--- src/rtl/id_ex_stage.sv ---
// ID/EX pipeline register with same-cycle write-back bypass and load-use bubble insertion.
// The counter tracks how many bubbles the load-use interlock has inserted, saturating at all-ones.
module id_ex_stage #(
    parameter int XLEN   = 32,
    parameter int CTRL_W = 12,
    parameter int CNT_W  = 16
) (
    input  logic              i_clk,
    input  logic              i_rst_n,
    input  logic              i_stall,
    input  logic              i_flush,
    input  logic              i_id_valid,
    input  logic [XLEN-1:0]   i_id_pc,
    input  logic [4:0]        i_id_rs1,
    input  logic [4:0]        i_id_rs2,
    input  logic [4:0]        i_id_rd,
    input  logic [XLEN-1:0]   i_id_rdata1,
    input  logic [XLEN-1:0]   i_id_rdata2,
    input  logic [XLEN-1:0]   i_id_imm,
    input  logic [CTRL_W-1:0] i_id_ctrl,
    input  logic              i_id_regwrite,
    input  logic              i_id_memread,
    input  logic              i_wb_regwrite,
    input  logic [4:0]        i_wb_rd,
    input  logic [XLEN-1:0]   i_wb_data,
    output logic              o_ex_valid,
    output logic [XLEN-1:0]   o_ex_pc,
    output logic [XLEN-1:0]   o_ex_imm,
    output logic [4:0]        o_ex_rs1,
    output logic [4:0]        o_ex_rs2,
    output logic [4:0]        o_ex_rd,
    output logic [XLEN-1:0]   o_ex_op1,
    output logic [XLEN-1:0]   o_ex_op2,
    output logic [CTRL_W-1:0] o_ex_ctrl,
    output logic              o_ex_regwrite,
    output logic              o_ex_memread,
    output logic              o_load_use_stall,
    output logic [CNT_W-1:0]  o_bubble_cnt
);

    logic              r_valid;
    logic [XLEN-1:0]   r_pc;
    logic [XLEN-1:0]   r_imm;
    logic [4:0]        r_rs1;
    logic [4:0]        r_rs2;
    logic [4:0]        r_rd;
    logic [XLEN-1:0]   r_op1;
    logic [XLEN-1:0]   r_op2;
    logic [CTRL_W-1:0] r_ctrl;
    logic              r_regwrite;
    logic              r_memread;
    logic [CNT_W-1:0]  r_bubble_cnt;

    logic [XLEN-1:0]   w_op1;
    logic [XLEN-1:0]   w_op2;
    logic              w_load_use;
    logic              w_clear;
    logic              w_load;
    logic              w_bubble;

    // x0 reads as zero; a write-back to x0 can never match a non-zero source index.
    always_comb begin
        w_op1 = i_id_rdata1;
        if (i_id_rs1 == 5'd0)
            w_op1 = '0;
        else if (i_wb_regwrite && (i_wb_rd == i_id_rs1))
            w_op1 = i_wb_data;
    end

    always_comb begin
        w_op2 = i_id_rdata2;
        if (i_id_rs2 == 5'd0)
            w_op2 = '0;
        else if (i_wb_regwrite && (i_wb_rd == i_id_rs2))
            w_op2 = i_wb_data;
    end

    assign w_load_use = i_id_valid & r_valid & r_memread & (r_rd != 5'd0) &
                        ((r_rd == i_id_rs1) | (r_rd == i_id_rs2));

    // Flush beats stall beats load-use; a stalled EX keeps the hazard visible upstream.
    assign w_bubble = ~i_flush & ~i_stall & w_load_use;
    assign w_clear  = i_flush | w_bubble;
    assign w_load   = ~i_flush & ~i_stall & ~w_load_use;

    always_ff @(posedge i_clk or negedge i_rst_n) begin
        if (!i_rst_n) begin
            r_valid    <= 1'b0;
            r_pc       <= '0;
            r_imm      <= '0;
            r_rs1      <= '0;
            r_rs2      <= '0;
            r_rd       <= '0;
            r_op1      <= '0;
            r_op2      <= '0;
            r_ctrl     <= '0;
            r_regwrite <= 1'b0;
            r_memread  <= 1'b0;
        end else if (w_clear) begin
            r_valid    <= 1'b0;
            r_pc       <= '0;
            r_imm      <= '0;
            r_rs1      <= '0;
            r_rs2      <= '0;
            r_rd       <= '0;
            r_op1      <= '0;
            r_op2      <= '0;
            r_ctrl     <= '0;
            r_regwrite <= 1'b0;
            r_memread  <= 1'b0;
        end else if (w_load) begin
            r_valid    <= i_id_valid;
            r_pc       <= i_id_pc;
            r_imm      <= i_id_imm;
            r_rs1      <= i_id_rs1;
            r_rs2      <= i_id_rs2;
            r_rd       <= i_id_rd;
            r_op1      <= w_op1;
            r_op2      <= w_op2;
            // An invalid slot carries its data but can never cause a side effect.
            r_ctrl     <= i_id_valid ? i_id_ctrl : '0;
            r_regwrite <= i_id_valid & i_id_regwrite;
            r_memread  <= i_id_valid & i_id_memread;
        end
    end

    always_ff @(posedge i_clk or negedge i_rst_n) begin
        if (!i_rst_n)
            r_bubble_cnt <= '0;
        else if (w_bubble && (r_bubble_cnt != {CNT_W{1'b1}}))
            r_bubble_cnt <= r_bubble_cnt + CNT_W'(1);
    end

    assign o_ex_valid       = r_valid;
    assign o_ex_pc          = r_pc;
    assign o_ex_imm         = r_imm;
    assign o_ex_rs1         = r_rs1;
    assign o_ex_rs2         = r_rs2;
    assign o_ex_rd          = r_rd;
    assign o_ex_op1         = r_op1;
    assign o_ex_op2         = r_op2;
    assign o_ex_ctrl        = r_ctrl;
    assign o_ex_regwrite    = r_regwrite;
    assign o_ex_memread     = r_memread;
    assign o_load_use_stall = w_load_use;
    assign o_bubble_cnt     = r_bubble_cnt;

endmodule

--- config.mk ---
export PLATFORM = sky130hd
export DESIGN_NAME = id_ex_stage
export DESIGN_NICKNAME = d
export VERILOG_FILES = /design/src/rtl/id_ex_stage.sv
export SDC_FILE = /design/constraint.sdc
export NUM_CORES = 1
export LEC_CHECK = 0
export ABC_CLOCK_PERIOD_IN_PS = 2200
export CORE_MARGIN = 2
export CORE_UTILIZATION = 35
export CTS_BUF_LIST = sky130_fd_sc_hd__clkbuf_8 sky130_fd_sc_hd__clkbuf_16
export CTS_CLUSTER_SIZE = 14
export DETAILED_ROUTE_END_ITERATION = 10
export DONT_BUFFER_PORTS = 1
export PLACE_DENSITY = 0.54
export SLEW_MARGIN = 10
export SYNTH_ARGS = -nofsm -noshare
export SYNTH_HDL_FRONTEND = slang
export SYNTH_SLANG_ARGS = --single-unit
--- constraint.sdc ---
create_clock -name i_clk -period 2.2 [get_ports i_clk]
set_input_delay 0.66 -clock i_clk [delete_from_list [all_inputs] [get_ports i_clk]]
set_output_delay 0.66 -clock i_clk [all_outputs]
set_load 0.05 [all_outputs]
# After elaboration in Yosys (flattened, before gate mapping)
# Index checks and enable logic that the tools add are counted.
[classes]
add_sub_neg = 1
eq_ne = 5
mux = 27
bitwise_logic = 14
reduce_logical = 7
[op_table]
columns = ["cell", "count"]
rows = [
  ["2-to-1 mux 32 bit", 12],
  ["2-to-1 mux 12 bit", 3],
  ["2-to-1 mux 5 bit", 6],
  ["equality test 5 bit", 4],
  ["adder 16 x 1 -> 16 bit, second input constant", 1],
  ["inequality test 16 bit, second input constant", 1],
  ["zero test 5 bit", 2],
  ["AND 1 bit", 9],
  ["2-to-1 mux 1 bit", 6],
  ["nonzero test 5 bit", 1],
  ["logical AND 1 bit", 3],
  ["NOT 1 bit", 3],
  ["bitwise OR 1 bit", 2],
  ["nonzero test 2 bit", 1],
]
[totals]
reg_bits = 174
input_bits = 200
output_inout_bits = 175
wordCells = 66

# Longest topological paths before layout
# Gate-level depths: netlist of run 1.
[logic_depth]
word_depth = 8
mapped_depth = 8
depth_no_buf = 7

# Worst setup path after synthesis of run 1
# Ideal clock, no wire load.
[synth_timing]
kind = "reg-to-output"
from = "reg r_rd[4], in the netlist o_ex_rd[4]"
to = "out o_load_use_stall"
arrival_time_ps = 1494
t_required_ps = 1540
path_slack_ps = 46
stages_incl_launch_ff = 6
n_path_buf = 0
path_cell_list = "dfrtp_1 -> xnor2_1 -> nand3_1 -> o22ai_1 -> nand2_1 -> inv_2"
[synth_via]
elab_chain_len = 3
word_cells_on_any_way = 6
cone_classes = "2 x eq/ne; 3 x bitwise; 1 x reduce/logical"
[synth_rtl]
columns = ["item", "line_no", "text"]
rows = [
  ["start, declared", "46", "logic [4:0] r_rd;"],
  ["start signal, assigned", "117", "r_rd <= i_id_rd;"],
  ["equality test 5 bit or nonzero test 5 bit (tied branches)", "79, 78", ""],
  ["bitwise OR 1 bit or AND 1 bit (tied branches)", "79, 78", ""],
  ["AND 1 bit *", "78", "assign w_load_use = i_id_valid & r_valid & r_memread & (r_rd != 5'd0) &"],
  ["end, declared", "37", "output logic o_load_use_stall,"],
]
# Every way passes the cells marked *; elsewhere a longest branch is shown, timed or not.

# Final worst setup path of run 1
[layout_timing]
from = "reg r_rd[1], in the netlist o_ex_rd[1]"
to = "out o_load_use_stall"
# The elaborated chain is that of the path after synthesis.

==> impl_metrics.tcl, run 1 <==
set metrics [dict create \
    routed.top_layer "met4" \
    dp_cells 1021 \
    vias 6092 \
    netlist-cell-type-count 31 \
    r2r-end "o_bubble_cnt[8]" \
    antenna_found_initial 1 \
    place_ws_ns -0.1115 \
    die_y_um 159.6 \
    maxCapViolations 0 \
    synth_xor_area_share_pct 3.619 \
    die_w_um 159.6 \
    outcome "finished with violations" \
    vdd_drop_max_mv 0.3628 \
    total_power_uw 7548 \
    finalHoldViolCount 174 \
    multi_input_area_um2 3751 \
    muxShareOfSynthArea_pct 11.30 \
    place_congestion 0.8406 \
    rsz0062_at_grt "true" \
    crit_path_max_fanout 8 \
    fin_hold_ws_ns -0.07142 \
    cts_num_sinks 174 \
    hold_path.class "primary input to asynchronous set/reset pin" \
    final_cell_mix "173 x dfrtp_1, 85 x nand2_1, 80 x a21oi_1, 80 x nand3b_1, 64 x a32o_1" \
    drive_gt1_share_pct 19.92 \
    p_sw_uw 2377 \
    seqCellArea_um2 4355 \
    grt_overflow 0 \
    wl_per_cell_um 22.83 \
    syn-cell-area_um2 8469 \
    n_fill_cell 2285 \
    synth_top_family_by_area "simple AND/OR/NAND/NOR gates" \
    start_util_pct 35.87 \
    r2r_slack_ns 0.21 \
    boundaryPins 375 \
    violations "hold timing, setup timing" \
    fmax_mhz 431.9 \
    setup_viol 1 \
    drt-initial-drc-count 510 \
    final_common_cell "dfrtp_1" \
    cts_buffers 17 \
    reg2regPathDepth 8 \
    dr.pass1.iters 6 \
    grt_max_degree 177 \
    grt_pass1_wl_um 37180 \
    yosysWarningCount 0 \
    wl_met1_um 8739 \
    slew_headroom_pct 29.73 \
    p_int_uw 5171 \
    die_area_um2 25460 \
    syn_inst 738 \
    endpoint_kind "primary output" \
    drc 0 \
    clk_latency_ns 0.43 \
    setup_ws_ns -0.1155 \
    synth_nets 939 \
    skew_ns 0.01359 \
    synth-seq-cells 174 \
    h-tree-depth 4 \
    cts.clk_slew.worst_paths_ns 0.07 \
    leakage_uw 0.004092 \
    antenna_left 0 \
    cts-root-buf "clkbuf_16" \
    p_comb_share_pct 6.7 \
    wl_met2_um 12120 \
    p_seq_share_pct 53.2 \
    yosys.area_share.adder_pct 0.1477 \
    cts_buffer_depth 2 \
    grt_usage_pct 18.50 \
    worst_pin_slew_ns 1.052 \
    critPathLaunchType "register" \
    critPathKind "register to primary output" \
    cts_tree "yes" \
    seq_area_frac_synth_pct 51.41 \
    via_per_inst 5.753 \
    fin_nets 926 \
    avgSynthCellArea_um2 11.48 \
    pwr-share-clk_pct 40.1 \
    sw_frac_of_total_pct 31.50 \
    rr_startpoint "o_ex_rd[1]" \
    route.met3.wl_um 2924 \
    post_synth_and_or_nand_nor_area_fraction_pct 14.66 \
    instances_no_fill 1059 \
    coreArea_um2 23610 \
    row_count 56 \
    slew_violations 0 \
    power.density_nw_per_um2 795.5 \
    worstPathRequired_ns 1.54 \
    area_growth_pct 12.04 \
    grt_pass1_vias 6223 \
    port_buffers 0 \
    post-route-period-util_pct 105.3 \
    arrival_ns 1.66 \
    post-route-min-period_ns 2.316 \
    synth_compound_area_share_pct 14.11 \
    wirelength_um 24180 \
    dp_hpwl_um 16860 \
]
-- through the flow --
step	setup TNS (ns)	hold slack (ns)	utilization [%]	area, um2
6_report	-0.1155	-0.07142	40.19	9489
5_1_grt	-0.2072	-0.1134	40.19	9489
4_1_cts	-0.1011	-0.09351	40.17	9484
3_5_place_dp	-4.662	0.3688	37.47	8848
3_3_place_gp	-6.200	0.3684	37.47	8848
2_1_floorplan	0	0.3644	-	8469
-- layer usage --
layer  GRT usage (%)  vias up
li1                -     2663
met1           20.49     3040
met2           31.48      362
met3           8.752       27
met4           5.785        0
met5               0        -
-- cell usage after synthesis --
cell | number | area, um2
nand2_1 | 86 | 322.8
clkbuf_1 | 49 | 183.9
nand4b_1 | 1 | 8.760
xor2_1 | 17 | 148.9
mux2_4 | 60 | 900.9
a32o_1 | 64 | 640.6
and3_1 | 5 | 31.28
buf_2 | 13 | 65.06
inv_1 | 1 | 3.750
a21oi_2 | 2 | 17.52
buf_12 | 6 | 120.1
a22oi_1 | 1 | 7.510
nor2_1 | 25 | 93.84
buf_6 | 2 | 22.52
nand4_1 | 7 | 43.79
nor2b_1 | 2 | 12.51
and4_1 | 3 | 26.28
nand3_1 | 8 | 40.04
buf_1 | 1 | 3.750
dfrtp_1 | 174 | 4354
inv_2 | 1 | 3.750
a32oi_1 | 14 | 122.6
o22ai_1 | 1 | 6.260
nor3_1 | 6 | 30.03
and2_1 | 2 | 12.51
mux2_2 | 5 | 56.30
xnor2_1 | 18 | 157.7
nor4_1 | 3 | 18.77
a21oi_1 | 80 | 400.4
ha_1 | 1 | 12.51
nand3b_1 | 80 | 600.6
-- state kept, by name, indices dropped and copies added (netlist names) --
signal	cells
o_ex_imm	32
o_ex_op2	32
o_ex_regwrite	1
o_ex_rs1	5
o_ex_memread	1
o_ex_rd	5
o_ex_rs2	5
o_ex_op1	32
o_ex_pc	32
o_bubble_cnt	16
o_ex_valid	1
o_ex_ctrl	12
-- layout make-up --
type                       instances  area share (%)
antenna                            2         0.05274
timing repair buffer              39           4.008
multi-input combinational        491           39.53
inverter                           2         0.07911
clock inverter                    15           1.741
sequential                       174           45.90
tap                              319           4.206
clock buffer                      17           4.483
-- cell families (layout without fill, tap and decap cells) --
kind of cell	after synthesis	after routing
simple gates	228	228
flops	174	174
compound gates	162	162
buf+inv	73	73
mux	65	65
xor+xnor	35	35
fa+ha+maj	1	1
other cells	0	2
-- power by group through the flow --
stage	combinational, uW	clock (uW)	sequential (uW)
floorplan	454	0	4050
global placement	481	0	4080
detailed placement	498	0	4080
CTS	506	3140	4010
global route	554	3300	4030
finish	505	3030	4010
-- critical path, cell delays in order (launching register included) --
cell,delay (ns)
dfrtp_2,0.46
xnor2_2,0.17
nand2_1,0.08
o22ai_2,0.22
nand2_4,0.06
inv_2,0.07
buf_12,0.15
-- worst max-delay path by stage --
stage | from | end | slack (ns) | depth (start not counted)
final | o_ex_rd[1] | o_load_use_stall | -0.12 | 6
after detailed placement | i_id_rs1[3] | o_ex_op1[19] | -0.11 | 6
after floorplan | o_ex_rd[4] | o_load_use_stall | 0.05 | 5
after global routing | o_ex_rd[4] | o_load_use_stall | -0.21 | 6
after global placement | i_id_rs2[3] | o_ex_op2[31] | -0.16 | 6
after CTS | o_ex_rd[3] | o_load_use_stall | -0.10 | 6
-- what timing repair did --
item | CTS | global route
gates cloned | 0 | 0
endpoints found under the setup margin | 1 | 21
pin swaps | 5 | 0
setup buffers | 5 | 0
resized for setup | 2 | 1
hold endpoints to repair | 174 | 174
No activity file was read; power rests on OpenSTA's default activity.
==> inputs of run 2 (changes only) <==
TNS_END_PERCENT = 5   (was default)
==> run 2 against run 1 <==
  * The run still ends with hold timing, setup timing left
  * Fmax rose by 0.27%
  * Clock power barely moved
  * Critical path type unchanged
  * Highest routed layer unchanged
  * Power barely moved
  * Final cell count barely moved
  * Global-route usage did not move
  * Clock skew barely moved
==> impl_metrics.tcl, run 2 (synthesized netlist as in run 1, its figures left out) <==
set metrics [dict create \
    rsz0062_at_grt "true" \
    crit_chain "xnor2_2 > nand2_1 > o22ai_2 > nand2_4 > inv_2 > buf_12" \
    slowest_stage "dfrtp_2" \
    vdd_drop_max_mv 0.3636 \
    fin_tns_setup_ns -0.1094 \
    crit_path_max_fanout 8 \
    via_per_inst 5.701 \
    leakage_uw 0.004098 \
    grt_pass1_wl_um 37180 \
    slew_violations 0 \
    start_util_pct 35.87 \
    cts_buffer_depth 2 \
    grt_max_degree 177 \
    coreArea_um2 23610 \
    boundaryPins 375 \
    maxCapViolations 0 \
    violations "hold timing, setup timing" \
    dr.pass1.iters 5 \
    critPathKind "register to primary output" \
    critPathLaunchType "register" \
    fin_hold_ws_ns -0.07111 \
    power.density_nw_per_um2 794.4 \
    cts_num_sinks 174 \
    worstPathRequired_ns 1.54 \
    port_buffers 0 \
    final_cell_mix "173 x dfrtp_1, 85 x nand2_1, 80 x a21oi_1, 80 x nand3b_1, 64 x a32o_1" \
    total_power_uw 7547 \
    drive_gt1_share_pct 20.03 \
    drt-initial-drc-count 461 \
    h-tree-depth 4 \
    endpoint_kind "primary output" \
    wl_per_cell_um 22.84 \
    cts_tree "yes" \
    place_congestion 0.8406 \
    final_common_cell "dfrtp_1" \
    area_growth_pct 12.17 \
    wirelength_um 24220 \
    slowest_delay_ns 0.46 \
    setup_viol 1 \
    post-route-period-util_pct 105.0 \
    fin_nets 927 \
    antenna_found_initial 1 \
    row_count 56 \
    cts-root-buf "clkbuf_16" \
    clk_latency_ns 0.43 \
    post-route-min-period_ns 2.309 \
    grt_overflow 0 \
    skew_ns 0.01354 \
    die_w_um 159.6 \
    worst_pin_slew_ns 1.038 \
    fin_util_pct 40.23 \
    arrival_ns 1.65 \
    setup_ws_ns -0.1094 \
    grt_pass1_vias 6223 \
    die_y_um 159.6 \
    cts.clk_slew.worst_paths_ns 0.07 \
    slew_headroom_pct 30.68 \
    finalHoldViolCount 174 \
    fmax_mhz 433.0 \
    grt_usage_pct 18.50 \
    die_area_um2 25460 \
    drc 0 \
    outcome "finished with violations" \
    antenna_left 0 \
    dp_hpwl_um 16860 \
    cts_buffers 17 \
    hold_path.class "primary input to asynchronous set/reset pin" \
    vias 6043 \
]
run 2: final timing paths:
| check | slack [ns] | to | depth (start not counted) | from |
|---|---|---|---|---|
| worst max-delay path | -0.11 | o_load_use_stall | 6 | o_ex_rd[1] |
| worst min-delay path | -0.07 | o_ex_op1[10] | 0 | i_rst_n |
| worst max register to register | 0.17 | o_ex_pc[31] | 9 | o_ex_rd[2] |
| worst min register to register | 0.54 | o_bubble_cnt[0] | 1 | o_bubble_cnt[0] |
| max in group asynchronous | 2.04 | o_ex_rd[1] | 0 | i_rst_n |
| min in group i_clk | 0.28 | o_ex_imm[18] | 1 | i_flush |
run 2: metrics by stage:
step,std cells,instance area [um2],worst slack [ns]
floorplan,738,8469,0.04562
global placement,1021,8848,-0.1641
detailed placement,1021,8848,-0.1115
CTS,1058,9484,-0.1011
global route,1060,9500,-0.2072
finish,1060,9500,-0.1094
run 2: layout make-up:
cell class                 instances  area, um2
sequential                       174       4355
multi-input combinational        491       3751
tap                              319      399.1
clock buffer                      17      425.4
antenna                            2      5.005
fill                            2285      14110
timing repair buffer              40      391.6
inverter                           2      7.507
clock inverter                    15      165.2
run 2: what timing repair did:
item                       CTS  global route
setup endpoints to repair    1            21
hold endpoints to repair   174           174
resized for setup            2             2
buffers inserted             5             0
pin swaps                    5             0
run 2: critical path: cells and delay by family (launching register included):
kind / cells / cell delay [ns]
simple gates: 2 / 0.14
buf+inv: 2 / 0.22
xor+xnor: 1 / 0.17
compound gates: 1 / 0.22
flops: 1 / 0.46
run 2: power by group:
part	internal [uW]	leakage, uW	total, uW	switching, uW
clock network	1540	0.000293	3030	1490
registers	3340	0.00233	4010	673
logic	292	0.00148	505	213
run 2: layer usage:
layer	track usage (%)	share of wire (%)
met4	5.785	1.6
met5	0	0
met1	20.49	36
met2	31.48	50
met3	8.752	12
